File: config.mk
export PLATFORM = sky130hd
export DESIGN_NAME = bresenham_line
export DESIGN_NICKNAME = d
export VERILOG_FILES = /design/src/rtl/defines_package.sv /design/src/rtl/bresenham_line.sv
export SDC_FILE = /design/constraint.sdc
export NUM_CORES = 1
export LEC_CHECK = 0
export CORE_ASPECT_RATIO = 0.9
export CORE_MARGIN = 10
export CORE_UTILIZATION = 45
export DETAILED_ROUTE_END_ITERATION = 16
export DONT_BUFFER_PORTS = 1
export PLACE_DENSITY_LB_ADDON = 0.15
export SYNTH_ARGS = -nofsm -noshare
export SYNTH_HDL_FRONTEND = slang
export SYNTH_SLANG_ARGS = --single-unit
export TNS_END_PERCENT = 30
File: constraint.sdc
create_clock -name clk -period 6.5 [get_ports clk]
set_clock_uncertainty 0.2 [all_clocks]
set_input_delay 0.975 -clock clk [delete_from_list [all_inputs] [get_ports clk]]
set_output_delay 0.975 -clock clk [all_outputs]
set_load 0.05 [all_outputs]
File: src/rtl/defines_package.sv
// Shared geometry types and constants for the rasterizer and the line engine.
package defines_package;

    localparam int COORD_W = 10;
    localparam int ERR_W   = COORD_W + 2;
    localparam int E2_W    = COORD_W + 3;

    localparam logic [COORD_W-1:0] COORD_ONE = {{(COORD_W-1){1'b0}}, 1'b1};

    typedef struct packed {
        logic [COORD_W-1:0] x;
        logic [COORD_W-1:0] y;
    } Point2D;

    typedef struct packed {
        Point2D a;
        Point2D b;
        Point2D c;
    } Triangle2D;

    // Line engine FSM states, exposed so benches can probe the engine.
    typedef enum logic [1:0] {
        IDLE = 2'd0,
        INIT = 2'd1,
        PLOT = 2'd2,
        DONE = 2'd3
    } line_state_e;

    // Magnitude of the difference of two unsigned coordinates.
    function automatic logic [COORD_W-1:0] coord_abs_diff(
        input logic [COORD_W-1:0] a,
        input logic [COORD_W-1:0] b
    );
        logic [COORD_W-1:0] d;
        if (a > b) begin
            d = a - b;
        end else begin
            d = b - a;
        end
        return d;
    endfunction

endpackage

File: src/rtl/bresenham_line.sv
// Bresenham line engine: latches two endpoints on start, then streams every
// pixel from p to q over a valid/ready interface and pulses done once.
module bresenham_line
    import defines_package::*;
(
    input  logic   clk,
    input  logic   rst,
    input  logic   start,
    input  Point2D p,
    input  Point2D q,
    output Point2D pixel,
    output logic   pixel_valid,
    input  logic   pixel_ready,
    output logic   busy,
    output logic   done
);

    line_state_e state_r, state_nx_s;

    Point2D start_r, start_nx_s;
    Point2D end_r,   end_nx_s;
    Point2D cur_r,   cur_nx_s;

    logic signed [ERR_W-1:0] dx_r,  dx_nx_s;
    logic signed [ERR_W-1:0] dy_r,  dy_nx_s;
    logic signed [ERR_W-1:0] err_r, err_nx_s;
    logic signed [ERR_W-1:0] err_dx_term_s, err_dy_term_s;

    logic sx_neg_r, sx_neg_nx_s;
    logic sy_neg_r, sy_neg_nx_s;

    logic signed [E2_W-1:0] e2_s, dx_ext_s, dy_ext_s;
    logic step_x_s, step_y_s, at_end_s;

    Point2D pixel_r;
    logic   pixel_valid_r, busy_r, done_r;

    // e2 = 2*err fits exactly in one extra bit; dx/dy are sign-extended to match.
    assign e2_s     = $signed({err_r, 1'b0});
    assign dx_ext_s = $signed({dx_r[ERR_W-1], dx_r});
    assign dy_ext_s = $signed({dy_r[ERR_W-1], dy_r});
    assign step_x_s = (e2_s >= dy_ext_s);
    assign step_y_s = (e2_s <= dx_ext_s);
    assign at_end_s = (cur_r == end_r);

    assign pixel       = pixel_r;
    assign pixel_valid = pixel_valid_r;
    assign busy        = busy_r;
    assign done        = done_r;

    // Next-state and step datapath; every register holds unless its state moves it.
    always_comb begin
        state_nx_s    = state_r;
        start_nx_s    = start_r;
        end_nx_s      = end_r;
        cur_nx_s      = cur_r;
        dx_nx_s       = dx_r;
        dy_nx_s       = dy_r;
        err_nx_s      = err_r;
        sx_neg_nx_s   = sx_neg_r;
        sy_neg_nx_s   = sy_neg_r;
        err_dx_term_s = {ERR_W{1'b0}};
        err_dy_term_s = {ERR_W{1'b0}};

        case (state_r)
            IDLE: begin
                if (start) begin
                    start_nx_s = p;
                    end_nx_s   = q;
                    state_nx_s = INIT;
                end else begin
                    state_nx_s = IDLE;
                end
            end

            INIT: begin
                dx_nx_s     = $signed({2'b00, coord_abs_diff(start_r.x, end_r.x)});
                dy_nx_s     = -$signed({2'b00, coord_abs_diff(start_r.y, end_r.y)});
                err_nx_s    = dx_nx_s + dy_nx_s;
                sx_neg_nx_s = !(start_r.x < end_r.x);
                sy_neg_nx_s = !(start_r.y < end_r.y);
                cur_nx_s    = start_r;
                state_nx_s  = PLOT;
            end

            PLOT: begin
                if (pixel_ready) begin
                    if (at_end_s) begin
                        state_nx_s = DONE;
                    end else begin
                        // X and Y steps are independent; a diagonal step applies both.
                        if (step_x_s) begin
                            err_dy_term_s = dy_r;
                            if (sx_neg_r) begin
                                cur_nx_s.x = cur_r.x - COORD_ONE;
                            end else begin
                                cur_nx_s.x = cur_r.x + COORD_ONE;
                            end
                        end else begin
                            cur_nx_s.x = cur_r.x;
                        end
                        if (step_y_s) begin
                            err_dx_term_s = dx_r;
                            if (sy_neg_r) begin
                                cur_nx_s.y = cur_r.y - COORD_ONE;
                            end else begin
                                cur_nx_s.y = cur_r.y + COORD_ONE;
                            end
                        end else begin
                            cur_nx_s.y = cur_r.y;
                        end
                        err_nx_s   = err_r + err_dy_term_s + err_dx_term_s;
                        state_nx_s = PLOT;
                    end
                end else begin
                    state_nx_s = PLOT;
                end
            end

            DONE: begin
                state_nx_s = IDLE;
            end

            default: begin
                state_nx_s = IDLE;
            end
        endcase
    end

    // State, datapath and registered outputs; outputs decode the state being entered.
    always_ff @(posedge clk) begin
        if (rst) begin
            state_r       <= IDLE;
            start_r       <= {(2*COORD_W){1'b0}};
            end_r         <= {(2*COORD_W){1'b0}};
            cur_r         <= {(2*COORD_W){1'b0}};
            dx_r          <= {ERR_W{1'b0}};
            dy_r          <= {ERR_W{1'b0}};
            err_r         <= {ERR_W{1'b0}};
            sx_neg_r      <= 1'b0;
            sy_neg_r      <= 1'b0;
            pixel_r       <= {(2*COORD_W){1'b0}};
            pixel_valid_r <= 1'b0;
            busy_r        <= 1'b0;
            done_r        <= 1'b0;
        end else begin
            state_r       <= state_nx_s;
            start_r       <= start_nx_s;
            end_r         <= end_nx_s;
            cur_r         <= cur_nx_s;
            dx_r          <= dx_nx_s;
            dy_r          <= dy_nx_s;
            err_r         <= err_nx_s;
            sx_neg_r      <= sx_neg_nx_s;
            sy_neg_r      <= sy_neg_nx_s;
            pixel_r       <= cur_nx_s;
            pixel_valid_r <= (state_nx_s == PLOT);
            busy_r        <= (state_nx_s != IDLE);
            done_r        <= (state_nx_s == DONE);
        end
    end

endmodule

==> run metrics <==
design internal power=1720 uW; max_cap viols=0; Post-synth EDFFs=0; Req. time, crit path=6.54 ns; row cnt=47; Rel. slew slack=46.6%; VDD IR-drop max=0.169 mV; sequential power share=26.5%; Critical Path Fanout Max=8; final net count=1186; Setup Viol. Count Final=0; Final Hold Viols=0; Yosys top cell area share=24.1%; ys flop type=dfxtp_1; R2R Setup Slk=1.04 ns; syn_nets=1213; CP Launch Type=flop; status=finished, final reports clean; non-filler cells, final=1273; vias per cell=5.43; fin area=8860 um^2; num ports=67; count leader, synth=nand2_1; Final Util=48.3%; Final HPWL DP=16500 um; critical path class=flop to flop; cts repair resizes=0; via count=6914; Tcrit/Tclk final=84.1%; Placement Cell Area=8570 um^2; Post-CTS Setup Inserts=0; vias in the first global route=6724; WL final=21800 um; DIE AREA=24500 um^2; Fmax=0.183 GHz; largest net degree at the start of global routing=96; setup TNS=0 ns; GP Congestion=0.874; Slew Viols, Final=0; drt pass-1 iters=5; Pleak=0.00376 uW; CTS tree=yes; Crit. End Element=flop; hold crit path type=flop to flop; arrival time worst endpoint=5.51 ns; switching part of the total power=46.2%; Inst Count DP=1257; Power Total=3190 uW; Starting Density=45.7%; Clock Latency Late Sink=0.37 ns; leading area contributor after synthesis=dfxtp_1; Overflow after GRT=0; NetSw=1470 uW; Clock transition at path regs=0.09 ns; Area Growth Syn to Fin=5.59%; # port buffers=0; top post-synthesis cells by count=nand2_1 (113), dfxtp_1 (101), ha_1 (101), a21oi_1 (100), inv_1 (97); gr usage total=18.1%; YS warnings=0; DRC viols=0; post-synthesis sequential area ratio=24.1%; CTS buffer count=9; # clock sinks=101; antenna violation net count after detailed routing=0; ANT cells=0; number of DRC markers in iteration 0=388; Post-Syn Area per Cell=7.99 um^2; WL/cell=17.1 um; clk buf depth=2; post-synthesis async set-or-reset flop share=0%; Root Driver=clkbuf_16; initial antenna violation count=0; Core ar.=18300 um^2; P per Cell Area=360 nW/um^2; Post-Synthesis Cells=1050; RSZ-0062 raised after global routing=false; die height=150 um; # hold bufs at CTS=0; Die X=164 um; first-pass GRT wire length=35700 um; synth top area cells=dfxtp_1 (24%), ha_1 (15%), a21oi_1 (6.0%); post-synthesis instance area=8390 um^2; worst-margin pin slew=0.801 ns; Seq cells post-synth=101; Period minus WS final=5.46 ns; share of cells above drive strength 1=4.67%; H-tree depth=3; clock power share=17.4%; Yosys cell types=69; combinational share of power=56.1%
==> power by group through the flow <==
stage / clock network, uW / registers, uW / logic [uW]
2_1_floorplan: 0 / 822 / 1400
3_3_place_gp: 0 / 862 / 1770
3_5_place_dp: 0 / 862 / 1780
4_1_cts: 567 / 848 / 1790
5_1_grt: 590 / 862 / 2010
6_report: 555 / 846 / 1790
==> critical path, cell delays in order (launching register included) <==
cell	delay [ns]
dfxtp_1	0.40
inv_1	0.06
ha_1	0.41
a211oi_2	0.26
o21bai_2	0.17
nand3b_2	0.29
nand2_2	0.20
nor2_1	0.06
a21oi_1	0.21
ha_1	0.22
nand2_1	0.06
mux2i_1	0.45
nand2_1	0.13
xnor2_1	0.25
ha_1	0.31
o21ai_0	0.09
nor2_1	0.08
o41ai_1	0.40
nor2_1	0.09
a2111oi_0	0.59
nor2_1	0.08
mux2i_1	0.13
or4_1	0.12
o211ai_1	0.08
==> sequential cells by signal (all words and copies together), names as in the netlist, 2 cells and up <==
signal,cells
dx_r,10
err_r,12
end_r,20
state_r,2
dy_r,12
start_r,20
pixel,20
==> through the flow <==
| stage | setup WS, ns | hold WS (ns) |
|---|---|---|
| after global routing | 0.600 | 0.305 |
| after floorplan | 1.72 | 0.254 |
| after detailed placement | 1.17 | 0.272 |
| after CTS | 1.14 | 0.283 |
| after global placement | 1.28 | 0.269 |
| final | 1.04 | 0.279 |
==> logic make-up after synthesis <==
kind of cell	Yosys count	share of synthesized area, %
multiplexers	32	3.86
flip-flops	101	24.1
AND/OR/NAND/NOR	314	17.7
XOR/XNOR	72	7.61
adder cells (fa/ha/maj)	119	19.4
buffers and inverters	143	6.61
AO/OA/AOI/OAI	269	20.7
==> worst paths after layout <==
check	start	endpoint	cells after the start
max	start_r[7]	err_r[11]	23
min	dy_r[2]	dy_r[2]	2
max reg2reg	start_r[7]	err_r[11]	23
min reg2reg	dy_r[2]	dy_r[2]	2
==> final cells by class <==
type	count	area, um^2
timing repair buffer	7	52.6
sequential	101	2020
inverter	98	368
fill	1881	9490
clock buffer	10	229
clock inverter	6	62.6
tap	245	307
multi-input combinational	806	5820
==> layout by cell type, fill, tap and decap left out, types with 4 or more instances in the layout <==
cell	netlist	final
o211a_1	7	7
a21o_1	28	28
a31oi_1	8	8
nor2b_1	21	20
mux2i_1	29	29
and3_1	5	5
nand3_1	14	14
o21bai_1	6	6
xnor2_1	56	56
nor3_1	19	19
fa_1	18	18
o22ai_1	4	4
nand4_1	13	13
xor2_1	15	15
nand2_1	113	113
inv_1	97	97
nand2b_1	12	12
buf_4	2	7
o21ai_0	35	35
ha_1	101	100
a21oi_1	100	100
a211oi_1	29	29
and2_1	22	22
clkbuf_16	0	9
o211ai_1	4	4
dfxtp_1	101	101
o21a_1	10	10
nor2_1	73	73
inv_6	0	4
o21ai_1	4	4
==> layer usage <==
| layer | wire [um] | part of all wire (%) | vias to the layer above | track usage, % |
|---|---|---|---|---|
| li1 | - | - | 3568 | - |
| met1 | 11100 | 51 | 3209 | 25.5 |
| met2 | 9530 | 44 | 122 | 28.2 |
| met3 | 933 | 4.3 | 15 | 3.38 |
| met4 | 244 | 1.1 | 0 | 3.79 |
| met5 | 0 | 0 | - | 0 |
No activity file was read; power rests on OpenSTA's default activity.
